--- config.mk ---
export PLATFORM = sky130hd
export DESIGN_NAME = axi4lite_slave_mem
export DESIGN_NICKNAME = d
export VERILOG_FILES = /design/src/rtl/axi4lite_slave_mem.sv
export SDC_FILE = /design/constraint.sdc
export NUM_CORES = 1
export LEC_CHECK = 0
export CAP_MARGIN = 20
export CORE_UTILIZATION = 35
export DETAILED_ROUTE_END_ITERATION = 8
export PLACE_DENSITY = 0.58
export SLEW_MARGIN = 0
export SYNTH_ARGS = -nofsm -noshare
export SYNTH_HDL_FRONTEND = slang
export SYNTH_SLANG_ARGS = --single-unit
--- constraint.sdc ---
create_clock -name clk -period 2.4 [get_ports clk]
set_input_delay 0.48 -clock clk [delete_from_list [all_inputs] [get_ports clk]]
set_output_delay 0.48 -clock clk [all_outputs]
set_load 0.02 [all_outputs]
--- src/rtl/axi4lite_slave_mem.sv ---
// AXI4-Lite memory slave: MEM_DEPTH words of DATA_WIDTH bits mapped at BASE_ADDR.
// AW and W are captured into independent holding registers, in either order.
// A write commits once both are held and no write response is pending.
// Reads are registered with a single-cycle latency and can be issued back to back.
// Addresses outside the window return DECERR. Out-of-window reads return zero data,
// and out-of-window writes leave memory unchanged.
//
// Ports:
//   clk, rst_n                  clock and asynchronous active-low reset
//   awaddr/awvalid/awready      write address channel
//   wdata/wstrb/wvalid/wready   write data channel
//   bresp/bvalid/bready         write response channel
//   araddr/arvalid/arready      read address channel
//   rdata/rresp/rvalid/rready   read data channel
module axi4lite_slave_mem #(
    parameter int unsigned              DATA_WIDTH    = 32,
    parameter int unsigned              ADDRESS_WIDTH = 32,
    parameter int unsigned              MEM_DEPTH     = 8,
    parameter logic [ADDRESS_WIDTH-1:0] BASE_ADDR     = '0
) (
    input  logic                       clk,
    input  logic                       rst_n,
    input  logic [ADDRESS_WIDTH-1:0]   awaddr,
    input  logic                       awvalid,
    output logic                       awready,
    input  logic [DATA_WIDTH-1:0]      wdata,
    input  logic [DATA_WIDTH/8-1:0]    wstrb,
    input  logic                       wvalid,
    output logic                       wready,
    output logic [1:0]                 bresp,
    output logic                       bvalid,
    input  logic                       bready,
    input  logic [ADDRESS_WIDTH-1:0]   araddr,
    input  logic                       arvalid,
    output logic                       arready,
    output logic [DATA_WIDTH-1:0]      rdata,
    output logic [1:0]                 rresp,
    output logic                       rvalid,
    input  logic                       rready
);

    localparam int unsigned STRB_W   = DATA_WIDTH / 8;
    localparam int unsigned ADDR_LSB = $clog2(STRB_W);
    localparam int unsigned IDX_W    = $clog2(MEM_DEPTH);
    localparam logic [ADDRESS_WIDTH-1:0] MEM_BYTES = ADDRESS_WIDTH'(MEM_DEPTH * STRB_W);
    localparam logic [1:0] RESP_OKAY   = 2'b00;
    localparam logic [1:0] RESP_DECERR = 2'b11;

    // Write-side state
    logic                      aw_full_q, aw_full_d;
    logic [ADDRESS_WIDTH-1:0]  aw_addr_q, aw_addr_d;
    logic                      w_full_q,  w_full_d;
    logic [DATA_WIDTH-1:0]     w_data_q,  w_data_d;
    logic [STRB_W-1:0]         w_strb_q,  w_strb_d;
    logic                      awready_q, awready_d;
    logic                      wready_q,  wready_d;
    logic                      bvalid_q,  bvalid_d;
    logic [1:0]                bresp_q,   bresp_d;
    logic [DATA_WIDTH-1:0]     mem_q [MEM_DEPTH];
    logic [DATA_WIDTH-1:0]     mem_d [MEM_DEPTH];

    // Read-side state
    logic                      rvalid_q,  rvalid_d;
    logic [DATA_WIDTH-1:0]     rdata_q,   rdata_d;
    logic [1:0]                rresp_q,   rresp_d;
    // Holds arready low while in reset; arready is the only combinational ready.
    logic                      live_q,    live_d;

    logic [ADDRESS_WIDTH-1:0]  wr_off, rd_off;
    logic                      wr_hit, rd_hit;
    logic [IDX_W-1:0]          wr_idx, rd_idx;
    logic                      commit;
    logic                      ar_hs;

    // Write capture, commit and response
    always_comb begin
        wr_off    = aw_addr_q - BASE_ADDR;
        wr_hit    = (aw_addr_q >= BASE_ADDR) && (wr_off < MEM_BYTES);
        wr_idx    = wr_off[ADDR_LSB +: IDX_W];
        commit    = aw_full_q && w_full_q && !bvalid_q;

        aw_full_d = aw_full_q;
        aw_addr_d = aw_addr_q;
        w_full_d  = w_full_q;
        w_data_d  = w_data_q;
        w_strb_d  = w_strb_q;
        bvalid_d  = bvalid_q;
        bresp_d   = bresp_q;
        mem_d     = mem_q;

        if (awvalid && awready_q) begin
            aw_full_d = 1'b1;
            aw_addr_d = awaddr;
        end
        if (wvalid && wready_q) begin
            w_full_d = 1'b1;
            w_data_d = wdata;
            w_strb_d = wstrb;
        end
        if (bvalid_q && bready) begin
            bvalid_d = 1'b0;
            bresp_d  = RESP_OKAY;
        end
        // commit implies bvalid_q == 0, so it never collides with the response handshake
        if (commit) begin
            aw_full_d = 1'b0;
            w_full_d  = 1'b0;
            bvalid_d  = 1'b1;
            bresp_d   = wr_hit ? RESP_OKAY : RESP_DECERR;
            if (wr_hit) begin
                for (int b = 0; b < int'(STRB_W); b++) begin
                    if (w_strb_q[b]) begin
                        mem_d[wr_idx][8*b +: 8] = w_data_q[8*b +: 8];
                    end
                end
            end
        end

        // Ready reflects next-cycle emptiness so it is a flop, not a path from valid
        awready_d = !aw_full_d;
        wready_d  = !w_full_d;
    end

    // Read request and data hold
    always_comb begin
        rd_off   = araddr - BASE_ADDR;
        rd_hit   = (araddr >= BASE_ADDR) && (rd_off < MEM_BYTES);
        rd_idx   = rd_off[ADDR_LSB +: IDX_W];
        ar_hs    = arvalid && arready;
        live_d   = 1'b1;

        rvalid_d = rvalid_q;
        rdata_d  = rdata_q;
        rresp_d  = rresp_q;

        if (ar_hs) begin
            // mem_q is the pre-commit value, giving read-first ordering
            rvalid_d = 1'b1;
            rdata_d  = rd_hit ? mem_q[rd_idx] : '0;
            rresp_d  = rd_hit ? RESP_OKAY : RESP_DECERR;
        end else if (rvalid_q && rready) begin
            rvalid_d = 1'b0;
            rdata_d  = '0;
            rresp_d  = RESP_OKAY;
        end
    end

    // State registers
    always_ff @(posedge clk or negedge rst_n) begin
        if (!rst_n) begin
            aw_full_q <= 1'b0;
            aw_addr_q <= '0;
            w_full_q  <= 1'b0;
            w_data_q  <= '0;
            w_strb_q  <= '0;
            awready_q <= 1'b0;
            wready_q  <= 1'b0;
            bvalid_q  <= 1'b0;
            bresp_q   <= RESP_OKAY;
            rvalid_q  <= 1'b0;
            rdata_q   <= '0;
            rresp_q   <= RESP_OKAY;
            live_q    <= 1'b0;
            for (int i = 0; i < int'(MEM_DEPTH); i++) begin
                mem_q[i] <= '0;
            end
        end else begin
            aw_full_q <= aw_full_d;
            aw_addr_q <= aw_addr_d;
            w_full_q  <= w_full_d;
            w_data_q  <= w_data_d;
            w_strb_q  <= w_strb_d;
            awready_q <= awready_d;
            wready_q  <= wready_d;
            bvalid_q  <= bvalid_d;
            bresp_q   <= bresp_d;
            rvalid_q  <= rvalid_d;
            rdata_q   <= rdata_d;
            rresp_q   <= rresp_d;
            live_q    <= live_d;
            mem_q     <= mem_d;
        end
    end

    assign awready = awready_q;
    assign wready  = wready_q;
    assign bvalid  = bvalid_q;
    assign bresp   = bresp_q;
    assign rvalid  = rvalid_q;
    assign rdata   = rdata_q;
    assign rresp   = rresp_q;
    assign arready = live_q && (!rvalid_q || rready);

endmodule

Yosys cells after proc, flatten, opt, wreduce, memory -nomap -nowiden
Index checks and enable logic that the tools add are counted.
Word-level totals
  register bits: 367
  latch bits: 0
  memory bits (writable): 0
  bits in read-only memories: 0
  input port bits: 107
  word-level logic and storage cells: 91
  memories: 0
Operators by class
  add/sub/neg operators: 0
  multipliers: 0
  div/mod/pow operators: 0
  $lt $le $gt $ge: 7
  equal/unequal tests: 0
  shifts and indexed selects: 0
  muxes and demuxes: 42
  bitwise operators: 2
  reductions and logical operators: 19
Operator list (count)
  two-way mux 256 bit: 10
  bitwise mux 256 bit: 4
  demux 32 bit (select 3 bit): 4
  two-way mux 32 bit: 6
  binary-select mux 32 bit (select 3 bit): 1
  greater-or-equal comparator 32 x 1 -> 1 bit (second input constant): 2
  less-than comparator 32 x 6 -> 1 bit (second input constant): 2
  two-way mux 24 bit: 1
  two-way mux 16 bit: 1
  two-way mux 2 bit: 6
  logical AND 1 bit: 11
  greater-or-equal comparator 4 bit (second input constant): 2
  two-way mux 1 bit: 8
  two-way mux 8 bit: 1
  NOT 3 -> 4 bit: 2
  logical NOT 1 bit: 4
  less-than comparator 4 x 1 -> 1 bit (second input constant): 1
  nonzero test 2 bit: 2
  AND reduction 2 bit: 1
  logical OR 1 bit: 1

Longest topological paths before layout
  depth in word-level cells: 19
  depth in mapped cells: 6

Worst setup path after synthesis
No wires, ideal clock.
  path kind: reg-to-reg
  start: register bvalid_q (netlist: bvalid)
  end: register mem_q[100] in the netlist's numbering
  setup time: 0.125 ns
  arrival time: 2.098 ns
  required time: 2.275 ns
  slack: 0.178 ns
  stages on the path, launching flop included: 7
  buffers on the path: 2
  clock period less this slack: 2.222 ns
  path through: dfrtp_1 > nand3b_1 > nand4b_1 > clkbuf_1 > buf_2 > nor4_4 > mux2_2
On the way
  word-level cells in the longest chain between the ends: 3
Ends and longest elaborated chain
  start: declaration: line 57  | logic bvalid_q, bvalid_d;
  start signal: assignment: line 175  | bvalid_q <= bvalid_d;
  logical NOT 1 bit: line 80  | commit = aw_full_q && w_full_q && !bvalid_q;
  logical AND 1 bit: line 80
  AND reduction 2 bit (no source line)
  end signal: assignment: line 181  | mem_q <= mem_d;
  end: declaration: line 59  | logic [DATA_WIDTH-1:0] mem_q [MEM_DEPTH];
Every way passes these cells.
A chain may end at the register's enable or synchronous reset.

Worst setup path after layout
  start: register aw_addr_q[23]
  end: register mem_q[6] in the netlist's numbering
On the way
  word-level cells in the longest chain between the ends: 3
Ends and longest elaborated chain
  start: declaration: line 51  | logic [ADDRESS_WIDTH-1:0] aw_addr_q, aw_addr_d;
  start signal: assignment: line 169  | aw_addr_q <= aw_addr_d;
  greater-or-equal comparator 32 x 1 -> 1 bit or less-than comparator 32 x 6 -> 1 bit (tied branches): line 78  | wr_hit = (aw_addr_q >= BASE_ADDR) && (wr_off < MEM_BYTES);
  logical AND 1 bit (*): line 78
  AND reduction 2 bit (no source line) (*)
Mark *: on every way between the ends. The rest lies on a longest branch, timed or not.

==> impl_results.rst <==
.. list-table::
   :header-rows: 1

   * - Metric
     - Value
   * - Outcome
     - completed
   * - Via count of the first global-routing pass
     - 9758
   * - Post-synthesis to final-layout area growth
     - 27.30%
   * - Global placer's final weighted congestion
     - 0.7288
   * - Filler instances
     - 3963
   * - Setup Crit Path Kind
     - flip-flop to flip-flop
   * - Combinational share of power
     - 13.2%
   * - Post-synth EDFFs
     - 0
   * - Dominant register cell in the synthesized netlist
     - sky130_fd_sc_hd__dfrtp_1
   * - Inst Count DP
     - 1710
   * - Clock Skews
     - 0.01580 ns
   * - Number of cells in the finished layout apart from fillers
     - 1785
   * - Global-route wire length before repair
     - 58290 um
   * - Number of storage elements in the synthesis netlist
     - 363
   * - PD cells
     - 785.6 nW/um2
   * - F_max
     - 430.9 MHz
   * - Clock buffer count from CTS
     - 41
   * - Time the final worst path needs with I/O delays and setup
     - 2.321 ns
   * - Area of the multi-input gates
     - 6610 um2
   * - Kind of end point of the critical path
     - flip-flop
   * - CP max FO
     - 17
   * - Synthesized area per cell
     - 16.71 um2
   * - Switching fraction of total power
     - 28.25%
   * - Floorplan die height
     - 215.3 um
   * - Most numerous cell types in the synthesized netlist
     - sky130_fd_sc_hd__dfrtp_1 (363), sky130_fd_sc_hd__mux2_2 (318), sky130_fd_sc_hd__mux4_2 (64)
   * - Final-layout setup total negative slack
     - 0 ns
   * - Share of synthesized flip-flops with an asynchronous set or reset
     - 100.0%
   * - Sequential standard cell area
     - 9084 um2
   * - Net count of the finished layout
     - 1271
   * - Clock-pin slew on the worst setup and hold paths
     - 0.06 ns
   * - Wire length per cell
     - 20.40 um
   * - Maximum number of pins on one net before global-route repair
     - 73
   * - Post-Syn Area
     - 15920 um2
   * - Total number of H-tree levels
     - 2
   * - TritonCTS clock tree
     - done
   * - Power share of the sequential group
     - 48.2%
   * - Top area cells in the synthesized netlist
     - sky130_fd_sc_hd__dfrtp_1 (57%), sky130_fd_sc_hd__mux2_2 (22%), sky130_fd_sc_hd__mux4_2 (9.1%), sky130_fd_sc_hd__nor4_4 (3.9%), sky130_fd_sc_hd__mux2i_1 (2.0%)
   * - Starting density of the core
     - 35.77%
   * - HP Class
     - input pin to asynchronous set/reset pin
   * - Drt pass-1 iters
     - 4
   * - Data arrival time of the critical path
     - 2.76 ns
   * - P_int
     - 11.43 mW
   * - Antenna violations before repair
     - 0
   * - Start point of the critical path
     - aw_addr_q[23]$_DFFE_PN0P_
   * - Gate Count Post-Synth
     - 953
   * - Final HPWL DP
     - 23850 um
   * - RSZ-0062 raised after global routing
     - false
   * - Antenna Diode Count
     - 0
   * - Insertion delay of the later-clocked pin in the worst-skew pair
     - 0.55 ns
   * - I/O pin total
     - 148
   * - Antenna-violating nets left
     - 0
   * - Clock root buffer
     - sky130_fd_sc_hd__clkbuf_16
   * - Sequential share of the synthesized area
     - 57.05%
   * - Post-route DRC
     - 0
   * - Clock Tree Buf Depth
     - 3
   * - Buffers on Ports
     - 143
   * - Normalized max-slew margin
     - 53.75%
   * - Transition at the pin with the smallest max-transition slack
     - 0.6937 ns
   * - Worst Slack Setup Final
     - 0.07930 ns
   * - Total net switching power
     - 4.498 mW
   * - Largest vdd supply drop
     - 0.6791 mV
   * - Final number of max-transition violations
     - 0
   * - Via total after detailed routing
     - 9006
   * - Fraction of layout cells with a size suffix above 1
     - 47.19%
   * - Crit path launch type
     - flip-flop
   * - Place WS
     - 0.03612 ns
   * - Reg-to-reg startpoint
     - aw_addr_q[23]$_DFFE_PN0P_
   * - Warning count from the yosys run
     - 0
   * - Detailed router's first-iteration violation count
     - 445
   * - Endpoint required time on the critical path
     - 2.84 ns
   * - Library cell with the highest instance count after synthesis
     - sky130_fd_sc_hd__dfrtp_1
   * - Final total power
     - 15.92 mW
   * - Syn Nets
     - 1060
   * - Via density
     - 5.045
   * - Std cell rows
     - 77
   * - Share of the clock period used by the worst path
     - 96.70%
   * - Overall die area
     - 46350 um2
   * - Overall fraction of global-route tracks in use
     - 16.23%
   * - GRT overflow
     - 0
   * - Sum of routed wire length over all layers
     - 36420 um
   * - Area of the core
     - 44510 um2
   * - Final hold vios
     - 0
   * - Number of sinks handled by clock tree synthesis
     - 363
   * - Portion of synthesized cell area occupied by the leading cell type
     - 57.05%
   * - Post-synthesis cell type count
     - 32
   * - Number of maximum-capacitance constraint violations
     - 0
   * - Path depth of the worst reg2reg path
     - 7
   * - Die Wd
     - 215.3 um
   * - Total setup violations reported at the end of the flow
     - 0
   * - Part of the total power dissipated in the clock network
     - 38.6%
   * - Post-synth top area cell
     - sky130_fd_sc_hd__dfrtp_1
   * - Hold Slack
     - 0.4148 ns
   * - Cell leakage power
     - 9.224 nW
==> logic make-up after synthesis <==
logic type	synth area share, %
AO/OA/AOI/OAI	2.145
buffers and inverters	1.556
flip-flops	57.05
multiplexers	33.56
other	0.02355
AND/OR/NAND/NOR	5.666
==> layout make-up <==
class / count / share of cell area [%]
Sequential cell: 363 / 44.82
Timing Repair Buffer: 218 / 12.27
Multi-Input combinational cell: 532 / 32.61
Clock buffer: 62 / 5.945
Inverter: 8 / 0.1482
Clock inverter: 10 / 0.5556
Tap cell: 592 / 3.655
==> layer usage <==
layer  routed length, um  share of wire [%]  track usage, %  vias up
li1                    -                  -               -     4060
met1               16750                 46           22.12     4745
met2               17750                 49           26.63      156
met3                1290                3.5           2.732       45
met4                 627                1.7           4.563        0
met5                   0                  0               0        -
==> final timing paths <==
check                                                  to  slack [ns]
worst min register to register       rdata[5]$_DFFE_PN0P_        0.48
worst max-delay path                 mem_q[6]$_DFFE_PN0P_        0.08
worst min-delay path                 rdata[6]$_DFFE_PN0P_        0.41
min in group clk                     rdata[5]$_DFFE_PN0P_        0.48
worst max register to register       mem_q[6]$_DFFE_PN0P_        0.08
max in group asynchronous       aw_addr_q[20]$_DFFE_PN0P_        1.26
==> power groups by stage <==
stage	clock [mW]	combinational, mW	sequential (mW)
finish	6.15	2.10	7.67
global route	6.57	2.28	7.81
CTS	6.33	2.15	7.64
detailed placement	0	2.13	7.73
global placement	0	2.11	7.71
floorplan	0	1.40	7.39
==> sequential cells by signal (all words and copies together) (netlist names) <==
register	flops
w_full_q	1
aw_addr_q	30
w_strb_q	4
bresp	1
mem_q	256
awready	1
bvalid	1
wready	1
aw_full_q	1
w_data_q	32
rdata	32
rresp	1
live_q	1
rvalid	1
==> through the flow <==
| stage | cell area [um2] | utilization [%] |
|---|---|---|
| 6_report | 20270 | 45.54 |
| 5_1_grt | 20270 | 45.54 |
| 4_1_cts | 20230 | 45.44 |
| 3_5_place_dp | 18900 | 42.46 |
| 3_3_place_gp | 18900 | 42.46 |
| 2_1_floorplan | 15920 | - |
==> critical path, stage by stage, from the launching register on <==
cell                        delay, ns
sky130_fd_sc_hd__dfrtp_1         0.39
sky130_fd_sc_hd__nor4_2          0.35
sky130_fd_sc_hd__nand4_1         0.14
sky130_fd_sc_hd__buf_4           0.18
sky130_fd_sc_hd__clkbuf_16       0.21
sky130_fd_sc_hd__nor4_2          0.29
sky130_fd_sc_hd__buf_4           0.27
sky130_fd_sc_hd__mux2_2          0.37
==> placed cells by master, fill, tap and decap left out, types with 2 or more instances in the layout <==
master / Yosys / final
sky130_fd_sc_hd__or3_1: 2 / 2
sky130_fd_sc_hd__nand2_1: 9 / 9
sky130_fd_sc_hd__mux2_2: 318 / 318
sky130_fd_sc_hd__nor4_4: 29 / 29
sky130_fd_sc_hd__buf_12: 0 / 38
sky130_fd_sc_hd__buf_4: 5 / 35
sky130_fd_sc_hd__clkdlybuf4s50_1: 0 / 139
sky130_fd_sc_hd__dfrtp_1: 363 / 363
sky130_fd_sc_hd__clkbuf_1: 27 / 11
sky130_fd_sc_hd__nand3b_1: 4 / 4
sky130_fd_sc_hd__clkinvlp_4: 0 / 2
sky130_fd_sc_hd__and2_1: 4 / 3
sky130_fd_sc_hd__buf_2: 9 / 2
sky130_fd_sc_hd__clkinv_2: 0 / 4
sky130_fd_sc_hd__o2bb2ai_1: 32 / 32
sky130_fd_sc_hd__clkbuf_16: 0 / 42
sky130_fd_sc_hd__inv_6: 0 / 2
sky130_fd_sc_hd__clkbuf_8: 0 / 10
sky130_fd_sc_hd__bufinv_16: 0 / 2
sky130_fd_sc_hd__nor4_2: 3 / 6
sky130_fd_sc_hd__inv_2: 4 / 4
sky130_fd_sc_hd__or3b_2: 2 / 2
sky130_fd_sc_hd__inv_1: 4 / 4
sky130_fd_sc_hd__mux4_2: 64 / 64
sky130_fd_sc_hd__nor4_1: 12 / 9
sky130_fd_sc_hd__mux2i_1: 32 / 32
sky130_fd_sc_hd__o21ai_0: 7 / 7
sky130_fd_sc_hd__nand3_1: 2 / 2
sky130_fd_sc_hd__nand4_1: 2 / 2
==> repair_timing <==
action | in CTS | in global routing
gates resized for setup | 0 | 4
hold endpoints to repair | 36 | 0
hold buffers | 1 | 0
buffers inserted | 0 | 1
setup endpoints to repair | 0 | 108
No activity file was read; power rests on OpenSTA's default activity.
